### config.mk
export PLATFORM = sky130hd
export DESIGN_NAME = bk_adder_share_arb_flat
export DESIGN_NICKNAME = d
export VERILOG_FILES = /design/src/rtl/bk_adder_share_arb_pkg.sv /design/src/rtl/bk_adder_share_arb_if.sv /design/src/rtl/bk_adder_share_arb_core.sv /design/src/rtl/bk_adder_share_arb.sv /design/src/flat_wrapper.sv
export SDC_FILE = /design/constraint.sdc
export NUM_CORES = 1
export LEC_CHECK = 0
export CAP_MARGIN = 20
export CORE_MARGIN = 8
export CORE_UTILIZATION = 44
export CTS_CLUSTER_SIZE = 16
export DETAILED_ROUTE_END_ITERATION = 12
export PLACE_DENSITY = 0.93
export SYNTH_ARGS = -nofsm -noshare
export SYNTH_HDL_FRONTEND = slang
export SYNTH_SLANG_ARGS = --single-unit
### constraint.sdc
create_clock -name clk -period 3.1 [get_ports clk]
set_input_delay 0.465 -clock clk [delete_from_list [all_inputs] [get_ports clk]]
set_output_delay 0.465 -clock clk [all_outputs]
set_load 0.02 [all_outputs]
### src/rtl/bk_adder_share_arb_pkg.sv
// ---------------------------------------------------------------------------
// bk_arb_pkg
// Shared definitions for the time-shared Brent-Kung adder arbiter:
//   BK_WIDTH    - operand width of the adder core (fixed at 12)
//   MAX_REQ     - largest supported requester count
//   arb_state_t - arbiter FSM states (IDLE, EXEC, RESP)
//   bk_word_t   - one adder operand / result word
//   rr_pick     - round-robin winner search returning {found, idx}
// ---------------------------------------------------------------------------
package bk_arb_pkg;

   localparam int BK_WIDTH = 12;
   localparam int MAX_REQ  = 8;

   typedef enum logic [1:0] {
      IDLE,
      EXEC,
      RESP
   } arb_state_t;

   typedef logic [BK_WIDTH-1:0] bk_word_t;

   typedef struct packed {
      logic       found;
      logic [2:0] idx;
   } rr_pick_t;

   // Search upward from ptr+1 (wrapping at nreq) and return the first
   // requester whose bit is set. The request vector is zero-padded to
   // MAX_REQ so one function serves every legal NREQ.
   function automatic rr_pick_t rr_pick(input logic [MAX_REQ-1:0] req,
                                        input logic [2:0]         ptr,
                                        input int                 nreq);
      rr_pick_t res;
      int       cand;
      res.found = 1'b0;
      res.idx   = '0;
      cand      = 0;
      for (int k = 1; k <= MAX_REQ; k++) begin
         if (k <= nreq && !res.found) begin
            cand = (int'(ptr) + k) % nreq;
            if (req[cand[2:0]]) begin
               res.found = 1'b1;
               res.idx   = cand[2:0];
            end
         end
      end
      return res;
   endfunction

endpackage

### src/rtl/bk_adder_share_arb_if.sv
// ---------------------------------------------------------------------------
// bk_adder_share_arb_if
// Bundles the request and response channels of the shared adder arbiter.
//   req_valid/req_ready - per-requester handshake (NREQ bits each)
//   req_a/req_b         - packed operands, requester i at [i*WIDTH +: WIDTH]
//   rsp_valid/rsp_ready - shared response handshake
//   rsp_id/sum/cout     - owner of the result, sum and carry out
//   busy                - arbiter is not idle
// Modports: master = client side, slave = arbiter side.
// ---------------------------------------------------------------------------
interface bk_adder_share_arb_if #(
   parameter int NREQ  = 4,
   parameter int WIDTH = 12,
   parameter int IDW   = $clog2(NREQ)
) ();

   logic [NREQ-1:0]       req_valid;
   logic [NREQ-1:0]       req_ready;
   logic [NREQ*WIDTH-1:0] req_a;
   logic [NREQ*WIDTH-1:0] req_b;
   logic                  rsp_valid;
   logic                  rsp_ready;
   logic [IDW-1:0]        rsp_id;
   logic [WIDTH-1:0]      rsp_sum;
   logic                  rsp_cout;
   logic                  busy;

   modport master (
      output req_valid, req_a, req_b, rsp_ready,
      input  req_ready, rsp_valid, rsp_id, rsp_sum, rsp_cout, busy
   );

   modport slave (
      input  req_valid, req_a, req_b, rsp_ready,
      output req_ready, rsp_valid, rsp_id, rsp_sum, rsp_cout, busy
   );

endinterface

### src/rtl/bk_adder_share_arb_core.sv
// ---------------------------------------------------------------------------
// bk_add12_core
// Purely combinational 12-bit adder built as a Brent-Kung parallel prefix
// tree: an up-sweep forms power-of-two group carries, a down-sweep fills in
// the remaining positions.
//   a, b  - operands
//   sum   - a+b truncated to 12 bits
//   cout  - carry out of bit 11
// ---------------------------------------------------------------------------
module bk_add12_core
   import bk_arb_pkg::*;
(
   input  bk_word_t a,
   input  bk_word_t b,
   output bk_word_t sum,
   output logic     cout
);

   localparam int TOP_STEP = 2 ** ($clog2(BK_WIDTH) - 1);

   bk_word_t gen;
   bk_word_t prop;
   bk_word_t grp_g;
   bk_word_t grp_p;

   // grp_g[i]/grp_p[i] start as per-bit generate/propagate and are merged
   // in place. Within one level the positions written never overlap the
   // positions read, so the in-place update is a true parallel level.
   // After both sweeps grp_g[i] is the carry out of bits [i:0].
   always_comb begin
      gen   = a & b;
      prop  = a ^ b;
      grp_g = gen;
      grp_p = prop;

      for (int step = 1; step < BK_WIDTH; step = step * 2) begin
         for (int i = 2 * step - 1; i < BK_WIDTH; i = i + 2 * step) begin
            grp_g[i] = grp_g[i] | (grp_p[i] & grp_g[i-step]);
            grp_p[i] = grp_p[i] & grp_p[i-step];
         end
      end

      for (int step = TOP_STEP; step >= 1; step = step / 2) begin
         for (int i = 3 * step - 1; i < BK_WIDTH; i = i + 2 * step) begin
            grp_g[i] = grp_g[i] | (grp_p[i] & grp_g[i-step]);
            grp_p[i] = grp_p[i] & grp_p[i-step];
         end
      end

      sum = prop;
      for (int i = 1; i < BK_WIDTH; i++) begin
         sum[i] = prop[i] ^ grp_g[i-1];
      end
      cout = grp_g[BK_WIDTH-1];
   end

endmodule

### src/rtl/bk_adder_share_arb.sv
// ---------------------------------------------------------------------------
// bk_adder_share_arb
// Time-shares a single bk_add12_core among NREQ requesters. A round-robin
// arbiter accepts one request in IDLE, the registered operands are added in
// EXEC, and the registered result is held in RESP until the consumer takes
// it. One operation completes every 3 cycles with rsp_ready held high.
//   clk    - system clock, rising edge
//   rst_n  - asynchronous active-low reset
//   bus    - bk_adder_share_arb_if.slave (request/response channels, busy)
// Optional build macro BK_ARB_SAT_EN: saturate rsp_sum to all ones when the
// addition carries out; rsp_cout still reports the true carry.
// ---------------------------------------------------------------------------
module bk_adder_share_arb
   import bk_arb_pkg::*;
#(
   parameter int NREQ  = 4,
   parameter int WIDTH = 12,
   parameter int IDW   = $clog2(NREQ)
) (
   input logic                clk,
   input logic                rst_n,
   bk_adder_share_arb_if.slave bus
);

   if (WIDTH != BK_WIDTH) begin : g_width_chk
      $error("bk_adder_share_arb: WIDTH must equal BK_WIDTH (12)");
   end
   if (NREQ < 2 || NREQ > MAX_REQ) begin : g_nreq_chk
      $error("bk_adder_share_arb: NREQ must be in 2..8");
   end
   if (IDW != $clog2(NREQ)) begin : g_idw_chk
      $error("bk_adder_share_arb: IDW must equal $clog2(NREQ)");
   end

   arb_state_t          state;
   arb_state_t          state_nxt;
   logic [IDW-1:0]      rr_ptr;
   logic [IDW-1:0]      op_id;
   logic [IDW-1:0]      win_id;
   bk_word_t            op_a;
   bk_word_t            op_b;
   bk_word_t            sel_a;
   bk_word_t            sel_b;
   bk_word_t            core_sum;
   bk_word_t            result_sum;
   logic                core_cout;
   logic [MAX_REQ-1:0]  req_pad;
   rr_pick_t            pick;
   logic [NREQ-1:0]     grant;
   logic                accept;
   logic                rsp_valid_q;
   logic [IDW-1:0]      rsp_id_q;
   bk_word_t            rsp_sum_q;
   logic                rsp_cout_q;

   // Round-robin winner search and a mux that selects the winner's
   // operands; only consumed when a grant is actually issued from IDLE.
   always_comb begin
      req_pad           = '0;
      req_pad[NREQ-1:0] = bus.req_valid;
      pick              = rr_pick(req_pad, 3'(rr_ptr), NREQ);
      win_id            = pick.idx[IDW-1:0];
      sel_a             = bus.req_a[pick.idx*WIDTH +: WIDTH];
      sel_b             = bus.req_b[pick.idx*WIDTH +: WIDTH];
   end

   // Next-state and grant decode. A grant is only possible in IDLE, which
   // guarantees a request seen during the response handshake waits until
   // the following cycle.
   always_comb begin
      state_nxt = state;
      grant     = '0;
      accept    = 1'b0;
      unique case (state)
         IDLE: begin
            if (pick.found) begin
               grant     = {{(NREQ-1){1'b0}}, 1'b1} << pick.idx;
               accept    = 1'b1;
               state_nxt = EXEC;
            end
         end
         EXEC: begin
            state_nxt = RESP;
         end
         RESP: begin
            if (rsp_valid_q && bus.rsp_ready) begin
               state_nxt = IDLE;
            end
         end
         default: begin
            state_nxt = IDLE;
         end
      endcase
   end

   // FSM state register.
   always_ff @(posedge clk or negedge rst_n) begin
      if (!rst_n) begin
         state <= IDLE;
      end else begin
         state <= state_nxt;
      end
   end

   // Operand capture on the accept edge. rr_ptr resets to NREQ-1 so the
   // first search after reset begins at requester 0.
   always_ff @(posedge clk or negedge rst_n) begin
      if (!rst_n) begin
         rr_ptr <= IDW'(NREQ - 1);
         op_a   <= '0;
         op_b   <= '0;
         op_id  <= '0;
      end else if (accept) begin
         rr_ptr <= win_id;
         op_a   <= sel_a;
         op_b   <= sel_b;
         op_id  <= win_id;
      end
   end

   bk_add12_core u_core (
      .a    (op_a),
      .b    (op_b),
      .sum  (core_sum),
      .cout (core_cout)
   );

`ifdef BK_ARB_SAT_EN
   assign result_sum = core_cout ? {BK_WIDTH{1'b1}} : core_sum;
`else
   assign result_sum = core_sum;
`endif

   // Response register: loaded at the end of EXEC, held through RESP, and
   // the valid flag is dropped on the handshake.
   always_ff @(posedge clk or negedge rst_n) begin
      if (!rst_n) begin
         rsp_valid_q <= 1'b0;
         rsp_id_q    <= '0;
         rsp_sum_q   <= '0;
         rsp_cout_q  <= 1'b0;
      end else if (state == EXEC) begin
         rsp_valid_q <= 1'b1;
         rsp_id_q    <= op_id;
         rsp_sum_q   <= result_sum;
         rsp_cout_q  <= core_cout;
      end else if (state == RESP && bus.rsp_ready) begin
         rsp_valid_q <= 1'b0;
      end
   end

   // req_ready is gated by rst_n so no grant escapes while reset is held.
   assign bus.req_ready = rst_n ? grant : '0;
   assign bus.rsp_valid = rsp_valid_q;
   assign bus.rsp_id    = rsp_id_q;
   assign bus.rsp_sum   = rsp_sum_q;
   assign bus.rsp_cout  = rsp_cout_q;
   assign bus.busy      = (state != IDLE);

endmodule

### src/flat_wrapper.sv
// flat-port wrapper written by rule: the top's interface ports become plain ports
module bk_adder_share_arb_flat import bk_arb_pkg::*;
#(
   parameter int NREQ  = 4,
   parameter int WIDTH = 12,
   parameter int IDW   = $clog2(NREQ)
)
  (clk, rst_n, bus_req_valid, bus_req_a, bus_req_b, bus_rsp_ready, bus_req_ready, bus_rsp_valid, bus_rsp_id, bus_rsp_sum, bus_rsp_cout, bus_busy);
  bk_adder_share_arb_if #(.NREQ(NREQ), .WIDTH(WIDTH), .IDW(IDW)) bus_i ();
  input logic clk;
  input logic rst_n;
  input wire logic [$bits(bus_i.req_valid)-1:0] bus_req_valid;
  input wire logic [$bits(bus_i.req_a)-1:0] bus_req_a;
  input wire logic [$bits(bus_i.req_b)-1:0] bus_req_b;
  input wire logic [$bits(bus_i.rsp_ready)-1:0] bus_rsp_ready;
  output wire logic [$bits(bus_i.req_ready)-1:0] bus_req_ready;
  output wire logic [$bits(bus_i.rsp_valid)-1:0] bus_rsp_valid;
  output wire logic [$bits(bus_i.rsp_id)-1:0] bus_rsp_id;
  output wire logic [$bits(bus_i.rsp_sum)-1:0] bus_rsp_sum;
  output wire logic [$bits(bus_i.rsp_cout)-1:0] bus_rsp_cout;
  output wire logic [$bits(bus_i.busy)-1:0] bus_busy;
  assign bus_i.req_valid = bus_req_valid;
  assign bus_i.req_a = bus_req_a;
  assign bus_i.req_b = bus_req_b;
  assign bus_i.rsp_ready = bus_rsp_ready;
  assign bus_req_ready = bus_i.req_ready;
  assign bus_rsp_valid = bus_i.rsp_valid;
  assign bus_rsp_id = bus_i.rsp_id;
  assign bus_rsp_sum = bus_i.rsp_sum;
  assign bus_rsp_cout = bus_i.rsp_cout;
  assign bus_busy = bus_i.busy;
  bk_adder_share_arb #(.NREQ(NREQ), .WIDTH(WIDTH), .IDW(IDW)) u_core (.clk(clk), .rst_n(rst_n), .bus(bus_i));
endmodule
* Yosys cells after proc, flatten, opt, wreduce, memory -nomap -nowiden
Index checks and enable logic that the tools add are counted.
** Operators by class
- Eq/ne operators :: 4
- Magnitude comparators :: 4
- $mul :: 1
- Reduce and logical (&&, ||, !) cells :: 10
- Bitwise operators :: 60
- Mux-type cells :: 25
- Shifts and indexed selects :: 3
- Add/sub/neg operators :: 4
** Operators by type and width (number)
- 48-bit by 8-bit variable part select with 12-bit output :: 2
- 4-bit 2-to-1 mux :: 10
- 1-bit bitwise AND :: 25
- 1-bit bitwise OR :: 18
- 3-bit by 4-bit < comparator with 1-bit output (second input constant) :: 4
- 12-bit bitwise AND :: 1
- 1-bit binary-select mux with 3-bit select :: 4
- 12-bit XOR :: 1
- 1-bit XOR :: 11
- 1-bit 2-to-1 mux :: 8
- 2-bit OR reduction :: 4
- 2-bit case mux with 3 select lines :: 1
- 3-bit by 2-bit multiplier with 5-bit output (second input constant) :: 1
- 2-bit by 1-bit adder with 2-bit output (second input constant) :: 2
- 2-bit adder (second input constant) :: 2
- 1-bit bitwise AND (first input constant) :: 4
- 2-bit 2-to-1 mux :: 2
- 2-bit nonzero test :: 2
- 1-bit by 3-bit left shift with 4-bit output (first input constant) :: 1
- 2-bit by 1-bit equality test with 1-bit output (second input constant) :: 1
- 2-bit equality test (second input constant) :: 1
- 1-bit logical AND :: 2
- 2-bit logical NOT :: 1
- 2-bit by 1-bit inequality test with 1-bit output (second input constant) :: 1
- other kinds (2) :: 2
** Word-level totals
- Register bits :: 46
- Input bits :: 103
- Output and inout port bits :: 21
- Logic and storage cells :: 120

* Depth between registers and ports, before layout
- Depth in word-level cells :: 16
- Gate-level depth with buffers :: 9
- Gate-level depth less buffers :: 9

* Hierarchy
From an unflattened synthesis, not the netlist that was laid out.
** Unflattened totals
- Cell total of the unflattened synthesis :: 294
- Area, all modules :: 3114.2 um^2
** By module, submodules not included
- bk_adder_share_arb :: cells each 242, area an instance 2648.8 um^2, times used 1, sequential area each 1153.6 um^2
- bk_add12_core :: cells each 52, area an instance 465.4 um^2, times used 1, sequential area each 0.0 um^2

* Worst setup path before layout
No wires, ideal clock.
- Kind :: flip-flop to flip-flop
- Start point :: register u_core.op_b[0]
- End point :: register u_core.rsp_sum_q[11] (netlist: u_core.bus.rsp_sum[11])
- Setup time :: 0.136 ns
- Stages on the path, launching flop included :: 10
- Data arrival time :: 2.311 ns
- Data required time :: 2.964 ns
- Period minus slack after synthesis :: 2.446 ns
- Path slack :: 0.654 ns
- Path buffers :: 0
- Cells stage by stage :: dfrtp_1 ha_1 fa_1 a21o_1 a21o_1 a41o_1 o21a_1 fa_1 xnor2_1 o21ai_0
** On the way
- Cells in the longest elaborated chain, start to end :: 12
** RTL lines
- start, declared :: line bk_adder_share_arb.sv:41 : bk_word_t op_b;
- start signal, assigned :: line bk_adder_share_arb.sv:116 : op_b <= sel_b;
- 12-bit bitwise AND :: line bk_adder_share_arb_core.sv:31 : gen = a & b;
- 1-bit bitwise AND :: line bk_adder_share_arb_core.sv:38 : grp_g[i] = grp_g[i] | (grp_p[i] & grp_g[i-step]);
- 1-bit bitwise OR :: line bk_adder_share_arb_core.sv:38
- 1-bit bitwise AND :: line bk_adder_share_arb_core.sv:38
- 1-bit bitwise OR :: line bk_adder_share_arb_core.sv:38
- 1-bit bitwise AND :: line bk_adder_share_arb_core.sv:38
- 1-bit bitwise OR :: line bk_adder_share_arb_core.sv:38
- 1-bit bitwise AND :: line bk_adder_share_arb_core.sv:45 : grp_g[i] = grp_g[i] | (grp_p[i] & grp_g[i-step]);
- 1-bit bitwise OR :: line bk_adder_share_arb_core.sv:45
- 1-bit bitwise AND :: line bk_adder_share_arb_core.sv:45
- 1-bit bitwise OR :: line bk_adder_share_arb_core.sv:45
- 1-bit XOR :: line bk_adder_share_arb_core.sv:52 : sum[i] = prop[i] ^ grp_g[i-1];
- end signal, assigned :: line bk_adder_share_arb.sv:145 : rsp_sum_q <= result_sum;
- end, declared :: line bk_adder_share_arb.sv:53 : bk_word_t rsp_sum_q;
Every way passes these cells.
A chain may end at the register's enable or synchronous reset.

* Worst setup path in the final report
- Start point :: input bus_req_valid[3]
- End point :: output bus_req_ready[1]
** On the way
- Cells in the longest elaborated chain, start to end :: 13
- Elaborated cells on any way between the ends :: 19
- Classes of those cells :: shift (1); mux (18)
** RTL lines
- start, declared :: line flat_wrapper.sv:12 : input wire logic [$bits(bus_i.req_valid)-1:0] bus_req_valid;
- 1-bit binary-select mux with 3-bit select :: line bk_adder_share_arb_pkg.sv:42 : if (req[cand[2:0]]) begin
- 1-bit 2-to-1 mux (not written as such) :: line bk_adder_share_arb_pkg.sv:42
- 4-bit 2-to-1 mux (2 in a row) :: line bk_adder_share_arb_pkg.sv:42
- 4-bit 2-to-1 mux :: line bk_adder_share_arb_pkg.sv:40 : if (k <= nreq && !res.found) begin
- 4-bit 2-to-1 mux :: line bk_adder_share_arb_pkg.sv:42
- 4-bit 2-to-1 mux :: line bk_adder_share_arb_pkg.sv:40
- 4-bit 2-to-1 mux :: line bk_adder_share_arb_pkg.sv:42
- 4-bit 2-to-1 mux * :: line bk_adder_share_arb_pkg.sv:40
- 1-bit by 3-bit left shift with 4-bit output :: line bk_adder_share_arb.sv:77 : grant = {{(NREQ-1){1'b0}}, 1'b1} << pick.idx;
- 4-bit 2-to-1 mux * :: line bk_adder_share_arb.sv:76 : if (pick.found) begin
- 4-bit 2-to-1 mux * :: line bk_adder_share_arb.sv:74 : unique case (state)
- 4-bit 2-to-1 mux * :: line bk_adder_share_arb.sv:153 : assign bus.req_ready = rst_n ? grant : '0;
- end, declared :: line flat_wrapper.sv:16 : output wire logic [$bits(bus_i.req_ready)-1:0] bus_req_ready;
Mark *: on every way between the ends. The rest lies on a longest branch, timed or not. The select of a mux whose other input is x is not followed.

==> impl_metrics.yaml <==
clocking:
  cts_tree: "yes"
  clk_latency_ns: 0.29
  clockBufferDepth: 2
  cts_sinks: 46
  clk_pin_slew_worst_paths_ns: 0.08
  numCtsBuffers: 5
  htreeDepth: 2
  root_buffer: "clkbuf_8"
placed_design:
  post-dp-hpwl_um: 7770
  finalWeightedCongestion: 0.828
  portBuffers: 123
  place_inst: 521
status:
  outcome: "complete, no violations"
critical_path:
  cp.arrival_ns: 2.41
  critPathKind: "primary input to output pin"
  path_max_fanout: 4
  crit_path_end_kind: "output pin"
  startpoint_type: "primary input"
  critPathRequiredTime_ns: 2.63
min_path:
  hp-class: "primary input to async pin"
global_route:
  antenna_found_initial: 0
  grt.total_usage: 0.205
  grt_pass1_wl_um: 16500
  grt_pass1_vias: 3259
  grt-ovfl-total: 0
  grt_max_degree: 47
sta:
  slew_headroom: 0.266
  drv_slew: 0
  setup_viol: 0
  worstMarginPinSlew_ns: 1.10
  finalCritPeriodShare: 0.926
  max_freq_mhz: 348
  min_period_ns: 2.87
  hold_viol_final: 0
  finalSetupTns_ns: 0
  fin_skew_ns: 0.00448
  rsz0062_at_grt: "no"
detailed_routing:
  routed_via_density: 5.84
  drtPass1Iterations: 4
  wl_per_cell_um: 19.6
  drt_iter0_markers: 148
  route.antenna.remaining_nets: 0
  vias: 3081
  routed_wl_um: 10300
  drc: 0
final_layout:
  areaGrowthSynthToFinish_pct: 46.1
  regArea_mm2: 0.00115
  antennaDiodeCount: 0
  multi_input_area_mm2: 0.00185
  final_common_cell: "clkdlybuf4s50_1"
  fillers: 564
  fin_nets: 553
  fin_cells: 528
  drive_gt1_frac: 0.0810
  final_cell_mix: "clkdlybuf4s50_1, dfrtp_1, nand2_1"
yosys:
  postSynth.asyncResetShare: 1.00
  synth_flop_cell: "dfrtp_1"
  synth_edf_count: 0
  syn-mean-instance-area_um2: 9.90
  synthCells: 317
  ys_seq_elements: 46
  syn_area_mm2: 0.00314
  yosysSeqAreaShare: 0.368
  synth_nets: 437
  synthDistinctLibCells: 41
  ys_warn_count: 0
power:
  vdd_drop_max_mv: 0.400
  pwr_density_cell_mw_per_mm2: 873
  total_leakage_power_nw: 1.93
  power_w: 0.00400
floorplanning:
  ios: 124
  dieArea_mm2: 0.0101
  core_mm2: 0.00683
  rows: 30
  die_h_um: 100
  initial_core_util: 0.459
  die_w_um: 100
flow_run:
  cap_viol_max_count: 0
==> path summary, 6_finish.rpt <==
check | to | start | slack (ns) | depth (start not counted)
setup / recovery | bus_req_ready[1] | bus_req_valid[3] | 0.23 | 8
hold / removal | u_core.bus.rsp_sum[2] | rst_n | 0.31 | 2
setup reg to reg | u_core.bus.rsp_sum[11] | u_core.op_b[0] | 0.33 | 9
hold reg to reg | u_core.bus.rsp_id[0] | u_core.op_id[0] | 0.47 | 2
max in group asynchronous | u_core.bus.rsp_cout | rst_n | 2.40 | 2
min in group clk | u_core.bus.rsp_id[0] | u_core.op_id[0] | 0.47 | 2
==> metrics by stage <==
stage	setup WS (ns)	hold slack (ns)	utilization	area [µm²]
finish	0.228	0.314	0.671	4580
global placement	0.157	0.449	0.654	4470
CTS	0.135	0.324	0.666	4550
floorplan	0.654	0.169	-	3140
detailed placement	0.129	0.453	0.654	4470
global route	0.0928	0.364	0.671	4580
==> registers in the layout (all words and copies together), names as in the netlist <==
| register | cells |
|---|---|
| u_core.bus.rsp_sum | 12 |
| u_core.op_a | 12 |
| u_core.op_b | 12 |
| u_core.bus.rsp_id | 2 |
| u_core.op_id | 2 |
| u_core.rr_ptr | 2 |
| u_core.state | 2 |
| u_core.bus.rsp_cout | 1 |
| u_core.bus.rsp_valid | 1 |
==> per-layer routing <==
layer  track usage  up-vias  share of wire
met1         0.266     1470           0.46
li1              -     1447              -
met3        0.0374       20          0.065
met2         0.328      144           0.46
met4        0.0826        0          0.024
met5             0        -              0
==> cells in the mapped netlist (2+ instances only) <==
master,instances,area [µm²]
o31ai_1,24,180
dfrtp_1,44,1100
buf_2,4,20.0
mux2_1,20,225
xnor2_1,3,26.3
nand2b_1,6,37.5
o21a_1,2,15.0
buf_6,2,22.5
or2_1,2,12.5
a21o_1,9,67.6
a21oi_1,29,145
ha_1,11,138
dfstp_2,2,52.6
o21ai_0,10,50.1
inv_1,6,22.5
nor3_4,2,32.5
nand2_1,31,116
mux2_2,4,45.0
xor2_1,2,17.5
nand3_1,2,10.0
o211ai_1,24,180
clkbuf_1,20,75.1
nor2_1,12,45.0
a221o_1,24,240
fa_1,6,120
==> layout make-up <==
cell class	count	share of cell area
multi-input combinational	238	0.404
timing repair buffer	135	0.294
sequential	46	0.252
tap	96	0.0262
clock buffer	6	0.0180
inverter	7	0.00573
==> logic make-up after synthesis <==
kind of cell / after synthesis / synth area share
compound gates: 132 / 0.312
buf+inv: 33 / 0.0459
mux: 24 / 0.0862
flops: 46 / 0.368
simple gates: 60 / 0.0925
fa+ha+maj: 17 / 0.0822
xor+xnor: 5 / 0.0140
==> power by group <==
group	switching, W	internal (W)
Combinational	0.00130	0.00118
Clock	0.000186	0.000172
Sequential	0.000255	0.000915
==> repair_timing <==
action                     4_1_cts  5_1_grt
hold buffers                     0        0
resized for setup                0        1
setup buffers                    0        0
setup endpoints to repair        0        1
==> worst max-delay path, stage by stage <==
cell and delay [ns]:
clkdlybuf4s50_1 0.42, buf_4 0.16, nand2b_1 0.15, o211a_2 0.24
or2_1 0.14, nand3_1 0.11, nor2_1 0.11, clkdlybuf4s50_1 0.62
Note: power is estimated with default switching activity, not from simulation.
